$ cat src/rtl/nw_pkg.sv
`default_nettype none
// ============================================================================
// Module   : nw_pkg
// Brief    : Shared encodings for the Needleman-Wunsch sequencing controller.
// Revision : 1.0
// ============================================================================
package nw_pkg;

  localparam logic [2:0] ST_IDLE   = 3'd0;
  localparam logic [2:0] ST_INIT   = 3'd1;
  localparam logic [2:0] ST_READ   = 3'd2;
  localparam logic [2:0] ST_FILL   = 3'd3;
  localparam logic [2:0] ST_TRACEB = 3'd4;
  localparam logic [2:0] ST_DONE   = 3'd5;

  localparam logic [1:0] DIR_DIAG = 2'b00;
  localparam logic [1:0] DIR_UP   = 2'b01;
  localparam logic [1:0] DIR_LEFT = 2'b10;
  localparam logic [1:0] DIR_BAD  = 2'b11;

  // Bit order: {en_init, en_ins, we, en_read, en_traceB}
  localparam logic [4:0] EN_IDLE   = 5'b00000;
  localparam logic [4:0] EN_INIT   = 5'b10100;
  localparam logic [4:0] EN_READ   = 5'b01010;
  localparam logic [4:0] EN_FILL   = 5'b00100;
  localparam logic [4:0] EN_TRACEB = 5'b00001;
  localparam logic [4:0] EN_DONE   = 5'b00000;

  localparam logic [2:0] CNT_HOLD   = 3'd0;
  localparam logic [2:0] CNT_LOAD0  = 3'd1;
  localparam logic [2:0] CNT_LOAD1  = 3'd2;
  localparam logic [2:0] CNT_ROW    = 3'd3;
  localparam logic [2:0] CNT_COL    = 3'd4;
  localparam logic [2:0] CNT_RASTER = 3'd5;
  localparam logic [2:0] CNT_TB     = 3'd6;

  function automatic logic [4:0] state_enables(input logic [2:0] st);
    logic [4:0] en;
    case (st)
      ST_INIT:   en = EN_INIT;
      ST_READ:   en = EN_READ;
      ST_FILL:   en = EN_FILL;
      ST_TRACEB: en = EN_TRACEB;
      ST_DONE:   en = EN_DONE;
      default:   en = EN_IDLE;
    endcase
    return en;
  endfunction

endpackage
`default_nettype wire

$ cat src/rtl/nw_idx_cnt.sv
`default_nettype none
// ============================================================================
// Module   : nw_idx_cnt
// Brief    : Row/column cell-index counter pair with walk, raster and
//            traceback-decrement modes.
// Revision : 1.0
// ============================================================================
module nw_idx_cnt
  import nw_pkg::*;
#(
  parameter int IDX_W = 5
) (
  input  logic             clk,
  input  logic             rst_n,
  input  logic [2:0]       i_mode,
  input  logic [IDX_W-1:0] i_len_a,
  input  logic [IDX_W-1:0] i_len_b,
  input  logic [1:0]       i_dir,
  output logic [IDX_W-1:0] o_i,
  output logic [IDX_W-1:0] o_j,
  output logic             o_row_end,
  output logic             o_col_end,
  output logic             o_origin,
  output logic             o_step_bad,
  output logic             o_step_origin
);

  logic [IDX_W-1:0] r_i, r_j;
  logic [1:0]       w_dir;
  logic             w_dec_i, w_dec_j;
  logic [IDX_W-1:0] w_ti, w_tj;

  // On a boundary the step direction is forced, so the decrement never underflows.
  always_comb begin
    if (r_i == '0)      w_dir = DIR_LEFT;
    else if (r_j == '0) w_dir = DIR_UP;
    else                w_dir = i_dir;
    w_dec_i = (w_dir == DIR_DIAG) || (w_dir == DIR_UP);
    w_dec_j = (w_dir == DIR_DIAG) || (w_dir == DIR_LEFT);
    w_ti    = r_i - IDX_W'(w_dec_i);
    w_tj    = r_j - IDX_W'(w_dec_j);
  end

  assign o_step_bad    = (w_dir == DIR_BAD);
  assign o_step_origin = (w_ti == '0) && (w_tj == '0) && !o_step_bad;
  assign o_row_end     = (r_j == i_len_b);
  assign o_col_end     = (r_i == i_len_a);
  assign o_origin      = (r_i == '0) && (r_j == '0);
  assign o_i           = r_i;
  assign o_j           = r_j;

  always_ff @(posedge clk or negedge rst_n) begin
    if (!rst_n) begin
      r_i <= '0;
      r_j <= '0;
    end else begin
      case (i_mode)
        CNT_LOAD0: begin
          r_i <= '0;
          r_j <= '0;
        end
        CNT_LOAD1: begin
          r_i <= IDX_W'(1);
          r_j <= IDX_W'(1);
        end
        CNT_ROW: r_j <= r_j + IDX_W'(1);
        CNT_COL: begin
          r_i <= r_i + IDX_W'(1);
          r_j <= '0;
        end
        CNT_RASTER: begin
          if (o_row_end) begin
            r_i <= r_i + IDX_W'(1);
            r_j <= IDX_W'(1);
          end else begin
            r_j <= r_j + IDX_W'(1);
          end
        end
        CNT_TB: begin
          if (!o_step_bad) begin
            r_i <= w_ti;
            r_j <= w_tj;
          end
        end
        default: ;
      endcase
    end
  end

endmodule
`default_nettype wire

$ cat src/rtl/nw_ctrl_param.sv
`default_nettype none
// ============================================================================
// Module   : nw_ctrl_param
// Brief    : Parametrised Needleman-Wunsch sequencing controller (init, fill,
//            traceback) driving score-RAM enables and cell coordinates.
// Revision : 1.0
// ============================================================================
module nw_ctrl_param
  import nw_pkg::*;
#(
  parameter int N_MAX  = 16,
  parameter int IDX_W  = $clog2(N_MAX + 1),
  parameter int PATH_W = $clog2(2 * N_MAX + 1)
) (
  input  logic              clk,
  input  logic              rst_n,
  input  logic              start,
  input  logic [IDX_W-1:0]  len_a,
  input  logic [IDX_W-1:0]  len_b,
  input  logic              calc,
  input  logic              tb_valid,
  input  logic [1:0]        tb_dir,
  output logic [2:0]        state,
  output logic              en_init,
  output logic              en_ins,
  output logic              we,
  output logic              en_read,
  output logic              en_traceB,
  output logic [IDX_W-1:0]  i,
  output logic [IDX_W-1:0]  j,
  output logic [PATH_W-1:0] path_len,
  output logic              busy,
  output logic              done,
  output logic              err
);

  logic [2:0]        r_state, w_state_nxt;
  logic [IDX_W-1:0]  r_len_a, r_len_b;
  logic [PATH_W-1:0] r_path_len;
  logic              r_err;
  logic [2:0]        w_cnt_mode;
  logic              w_accept, w_len_bad, w_step, w_err_set;
  logic              w_row_end, w_col_end, w_origin, w_step_bad, w_step_origin;

  nw_idx_cnt #(.IDX_W(IDX_W)) u_idx_cnt (
    .clk           (clk),
    .rst_n         (rst_n),
    .i_mode        (w_cnt_mode),
    .i_len_a       (r_len_a),
    .i_len_b       (r_len_b),
    .i_dir         (tb_dir),
    .o_i           (i),
    .o_j           (j),
    .o_row_end     (w_row_end),
    .o_col_end     (w_col_end),
    .o_origin      (w_origin),
    .o_step_bad    (w_step_bad),
    .o_step_origin (w_step_origin)
  );

  assign w_len_bad = (len_a == '0) || (len_b == '0) ||
                     (len_a > IDX_W'(N_MAX)) || (len_b > IDX_W'(N_MAX));

  always_comb begin
    w_state_nxt = r_state;
    w_cnt_mode  = CNT_HOLD;
    w_accept    = 1'b0;
    w_step      = 1'b0;
    w_err_set   = 1'b0;
    case (r_state)
      ST_IDLE, ST_DONE: begin
        if (start) begin
          w_accept    = 1'b1;
          w_cnt_mode  = CNT_LOAD0;
          w_state_nxt = w_len_bad ? ST_DONE : ST_INIT;
        end
      end
      ST_INIT: begin
        // Row 0 left to right, then column 0 downward.
        if (i == '0) begin
          w_cnt_mode = w_row_end ? CNT_COL : CNT_ROW;
        end else if (w_col_end) begin
          w_cnt_mode  = CNT_LOAD1;
          w_state_nxt = ST_READ;
        end else begin
          w_cnt_mode = CNT_COL;
        end
      end
      ST_READ: begin
        if (calc) w_state_nxt = ST_FILL;
      end
      ST_FILL: begin
        if (w_row_end && w_col_end) begin
          w_state_nxt = ST_TRACEB;
        end else begin
          w_cnt_mode  = CNT_RASTER;
          w_state_nxt = ST_READ;
        end
      end
      ST_TRACEB: begin
        if (w_origin) begin
          w_state_nxt = ST_DONE;
        end else if (tb_valid) begin
          if (w_step_bad) begin
            w_err_set   = 1'b1;
            w_state_nxt = ST_DONE;
          end else begin
            w_step     = 1'b1;
            w_cnt_mode = CNT_TB;
            if (w_step_origin) w_state_nxt = ST_DONE;
          end
        end
      end
      default: w_state_nxt = ST_IDLE;
    endcase
  end

  always_ff @(posedge clk or negedge rst_n) begin
    if (!rst_n) begin
      r_state    <= ST_IDLE;
      r_len_a    <= '0;
      r_len_b    <= '0;
      r_path_len <= '0;
      r_err      <= 1'b0;
    end else begin
      r_state <= w_state_nxt;
      if (w_accept) begin
        r_len_a    <= len_a;
        r_len_b    <= len_b;
        r_path_len <= '0;
        r_err      <= w_len_bad;
      end else begin
        if (w_step)    r_path_len <= r_path_len + PATH_W'(1);
        if (w_err_set) r_err      <= 1'b1;
      end
    end
  end

  assign {en_init, en_ins, we, en_read, en_traceB} = state_enables(r_state);
  assign state    = r_state;
  assign path_len = r_path_len;
  assign err      = r_err;
  assign done     = (r_state == ST_DONE);
  assign busy     = (r_state == ST_INIT) || (r_state == ST_READ) ||
                    (r_state == ST_FILL) || (r_state == ST_TRACEB);

endmodule
`default_nettype wire
$ cat config.mk
export PLATFORM = sky130hd
export DESIGN_NAME = nw_ctrl_param
export DESIGN_NICKNAME = d
export VERILOG_FILES = /design/src/rtl/nw_pkg.sv /design/src/rtl/nw_idx_cnt.sv /design/src/rtl/nw_ctrl_param.sv
export SDC_FILE = /design/constraint.sdc
export NUM_CORES = 1
export LEC_CHECK = 0
export CAP_MARGIN = 20
export CORE_AREA = 2 2 60 76
export DETAILED_ROUTE_END_ITERATION = 8
export DIE_AREA = 0 0 62 78
export GPL_TIMING_DRIVEN = 0
export HOLD_SLACK_MARGIN = 0.12
export PLACE_DENSITY = 0.85
export SYNTH_ARGS = -nofsm -noshare
export SYNTH_HDL_FRONTEND = slang
export SYNTH_SLANG_ARGS = --single-unit
$ cat constraint.sdc
create_clock -name clk -period 6.2 [get_ports clk]
set_input_delay 1.24 -clock clk [delete_from_list [all_inputs] [get_ports clk]]
set_output_delay 1.24 -clock clk [all_outputs]
set_load 0.02 [all_outputs]
==> summary.txt <==
Status
  – Outcome: completed

Clock tree
  – Count of hold-fix buffers inserted at cts: 0
  – CTS clock-pin slew for the worst setup and hold paths: 0.07 ns
  – TritonCTS buffer count: 5
  – CTS H-tree depth: 2
  – CTS Sinks: 30
  – Total setup buffers inserted after CTS: 0
  – Clock tree from TritonCTS: yes
  – Total of cells resized after clock tree synthesis: 0
  – Clk Latency, worst-skew pair: 0.29 ns
  – Clock tree root buffer cell: clkbuf_8
  – CTS Buffer Depth: 2

Worst setup path
  – End point of the critical path: state[0]$_DFFE_PN0P_
  – Cell chain of the critical path: clkdlybuf4s50_1 -> o21ai_0 -> ha_1 -> ha_1 -> a31oi_1 -> o32a_1 -> o311ai_0 -> a21oi_1 -> o31ai_1
  – R2R Path Start: u_idx_cnt.o_i[0]$_DFFE_PN0P_
  – Largest fanout on the critical path: 6
  – Reg-to-Reg End: state[0]$_DFFE_PN0P_
  – Critical path startpoint: tb_dir[0]
  – Top cell by count, worst path: ha_1
  – Setup crit end kind: register
  – Critical path start-end classification: input pin to register
  – Depth of the most critical reg-to-reg path: 11
  – Highest cell delay on the worst timing path: 0.45 ns
  – Critical Path AT: 3.57 ns
  – Startpoint kind of the worst setup timing path: input pin
  – Library cell contributing the largest single delay on the critical path: clkdlybuf4s50_1
  – CP required: 6.39 ns
  – Reg-to-reg setup timing slack: 3.04 ns

Yosys
  – Synthesized flop and latch total: 30
  – Synth Cell Area: 2220 µm²
  – Unique cell type count in the Yosys netlist: 54
  – Avg Cell Area, Syn: 9.36 µm²
  – Mapped Nets: 263
  – Top-area cell type share of the netlist area: 33.8%
  – Top cells by area, synth: dfrtp_1 (34%), ha_1 (5.1%), mux2_2 (5.1%)
  – Syn Inst Count: 237
  – Warning count from the yosys run: 0
  – Top cell type by total area after synthesis: dfrtp_1
  – Most used flip-flop cell after synthesis: dfrtp_1
  – Share of the yosys chip area belonging to registers: 33.8%
  – Number of enable flip-flop cells after synthesis: 0
  – Async set-reset flop share out of synthesis: 100%

Global route
  – Largest net degree at the start of global routing: 21
  – Total global-route track usage: 26.0%
  – Vias in the first global route: 2,033
  – Grt ovf: 0
  – First-pass GRT wire length: 9.50 mm
  – Number of antenna violations at the first check in global routing: 0

Floorplan
  – Placeable core area: 4070 µm²
  – Initial standard-cell utilization of the core: 54.6%
  – Die ar.: 4840 µm²
  – Overall die width: 62 µm
  – Die H: 78 µm
  – Number of top-level pins: 44
  – Cell Rows: 26

Route
  – First-iteration detailed-routing DRC count: 201
  – Vias after detailed routing: 2,127
  – Average via count per standard cell: 6.17
  – Number of routed nets with antenna violations: 0
  – Remaining DRCs: 0
  – Sum of routed wire length over all layers: 5.83 mm
  – First-pass detailed-route iteration total: 5
  – Routed length per instance: 16.9 µm

STA
  – Final worst slack: 2.82 ns
  – Share of the cycle needed by the critical path after routing: 54.6%
  – Final setup violation count: 0
  – Max Clock Freq: 296 MHz
  – Final max-slew violation count: 0
  – Final setup skew: 0.0114 ns
  – RSZ-0062 raised after global routing: no
  – Transition time at the pin with the least slew margin: 0.646 ns
  – Worst relative slew slack: 56.8%
  – Minimum clock period: 3.38 ns
  – Setup TNS: 0 ns
  – Endpoints failing hold: 0

Power and ir drop
  – Peak supply drop: 285 µV
  – Pwr/cell area: 541 nW/µm²
  – Leakage power total: 1.21 nW

Flow run
  – Max-cap violation count: 0

Placed design
  – Pre-CTS setup slack: 2.60 ns
  – Final HPWL DP: 4.38 mm
  – Gp weighted congestion: 0.902
  – Number of buffers inserted by port buffering: 43

Layout
  – Total of fill cells in the finished design: 331
  – Highest-count cells in the layout ignoring fill and taps: clkdlybuf4s50_1 (43), dfrtp_1 (30), nor2_1 (22), nand2_1 (14), inv_1 (13)
  – Share of final-layout standard cells stronger than drive strength 1: 14.5%
  – Inserted Diodes: 0
  – Nets: 314
  – Share of the core filled with cells: 69.8%
  – Area growth from synthesis to layout: 27.9%
  – Most common library cell in the layout ignoring fill and taps: clkdlybuf4s50_1

Hold path
  – Worst hold-check path type: register to register
cells by family (layout without fill, tap and decap cells):
kind of cell / after synthesis / after routing / share of synthesized area [%]
xor+xnor: 21 / 21 / 8.29
fa+ha+maj: 9 / 9 / 5.08
buf+inv: 26 / 78 / 6.20
compound gates: 60 / 60 / 19.9
flops: 30 / 30 / 33.8
mux: 12 / 12 / 5.98
simple gates: 79 / 79 / 20.7
worst min-delay path by stage:
stage	end	slack, ns	cells after the start	from
after floorplan	r_len_a[2]$_DFFE_PN0P_	0.50	1	r_len_a[2]$_DFFE_PN0P_
after global placement	r_len_a[4]$_DFFE_PN0P_	0.51	1	r_len_a[4]$_DFFE_PN0P_
after detailed placement	r_len_a[1]$_DFFE_PN0P_	0.52	1	r_len_a[1]$_DFFE_PN0P_
after CTS	r_len_a[1]$_DFFE_PN0P_	0.53	1	r_len_a[1]$_DFFE_PN0P_
after global routing	r_len_a[1]$_DFFE_PN0P_	0.55	1	r_len_a[1]$_DFFE_PN0P_
final	r_len_a[1]$_DFFE_PN0P_	0.53	1	r_len_a[1]$_DFFE_PN0P_
state kept, by name, indices dropped and copies added (netlist names):
name           count
r_len_b            5
r_len_a            5
u_idx_cnt.o_i      5
state              3
err                1
path_len           6
u_idx_cnt.o_j      5
cells in the mapped netlist, drive strengths merged (5+ instances only):
cell,count
xnor2,11
buf,11
nand3,8
xor2,10
nor2,22
o21ai,7
nand2,14
and3,5
dfrtp,30
mux2,10
inv,13
and2,5
a31oi,5
ha,9
nand4,5
a21oi,12
nor3,5
cell type report:
type | count | area (µm²) | area share (%)
plain buffers | 13 | 88.8 | 3.13
repair buffers | 44 | 458 | 16.1
clock inverters | 1 | 5.00 | 0.176
clock buffers | 7 | 86.3 | 3.04
well taps | 56 | 70.1 | 2.47
flip-flops and latches | 30 | 751 | 26.5
multi-input cells | 181 | 1330 | 46.9
inverters | 13 | 48.8 | 1.72
power by group:
group	switching, mW	leakage (nW)	total, mW	internal, mW
Combinational	0.564	0.778	1.03	0.463
Sequential	0.0717	0.380	0.343	0.272
Clock	0.0759	0.0482	0.165	0.0894
metrics by stage:
stage	instances	area (µm²)	power [mW]	hold slack [ns]
floorplan	237	2220	1.04	0.501
global placement	336	2720	1.31	0.512
detailed placement	337	2750	1.35	0.517
CTS	345	2840	1.52	0.531
global route	345	2840	1.63	0.547
finish	345	2840	1.53	0.525
routing by layer:
metal | global-route usage (%) | share of wire, % | vias up
met5 | 0 | 0 | -
met4 | 10.4 | 2.3 | 0
met2 | 43.1 | 51 | 116
met3 | 4.17 | 8.1 | 19
met1 | 32.4 | 38 | 1019
li1 | - | - | 973
worst max-delay path: cells and delay by family:
kind                     cells  cell delay, ns
AO/OA/AOI/OAI                6            1.34
adder cells (fa/ha/maj)      2            0.54
buffers and inverters        1            0.45
Note: power is estimated with default switching activity, not from simulation.
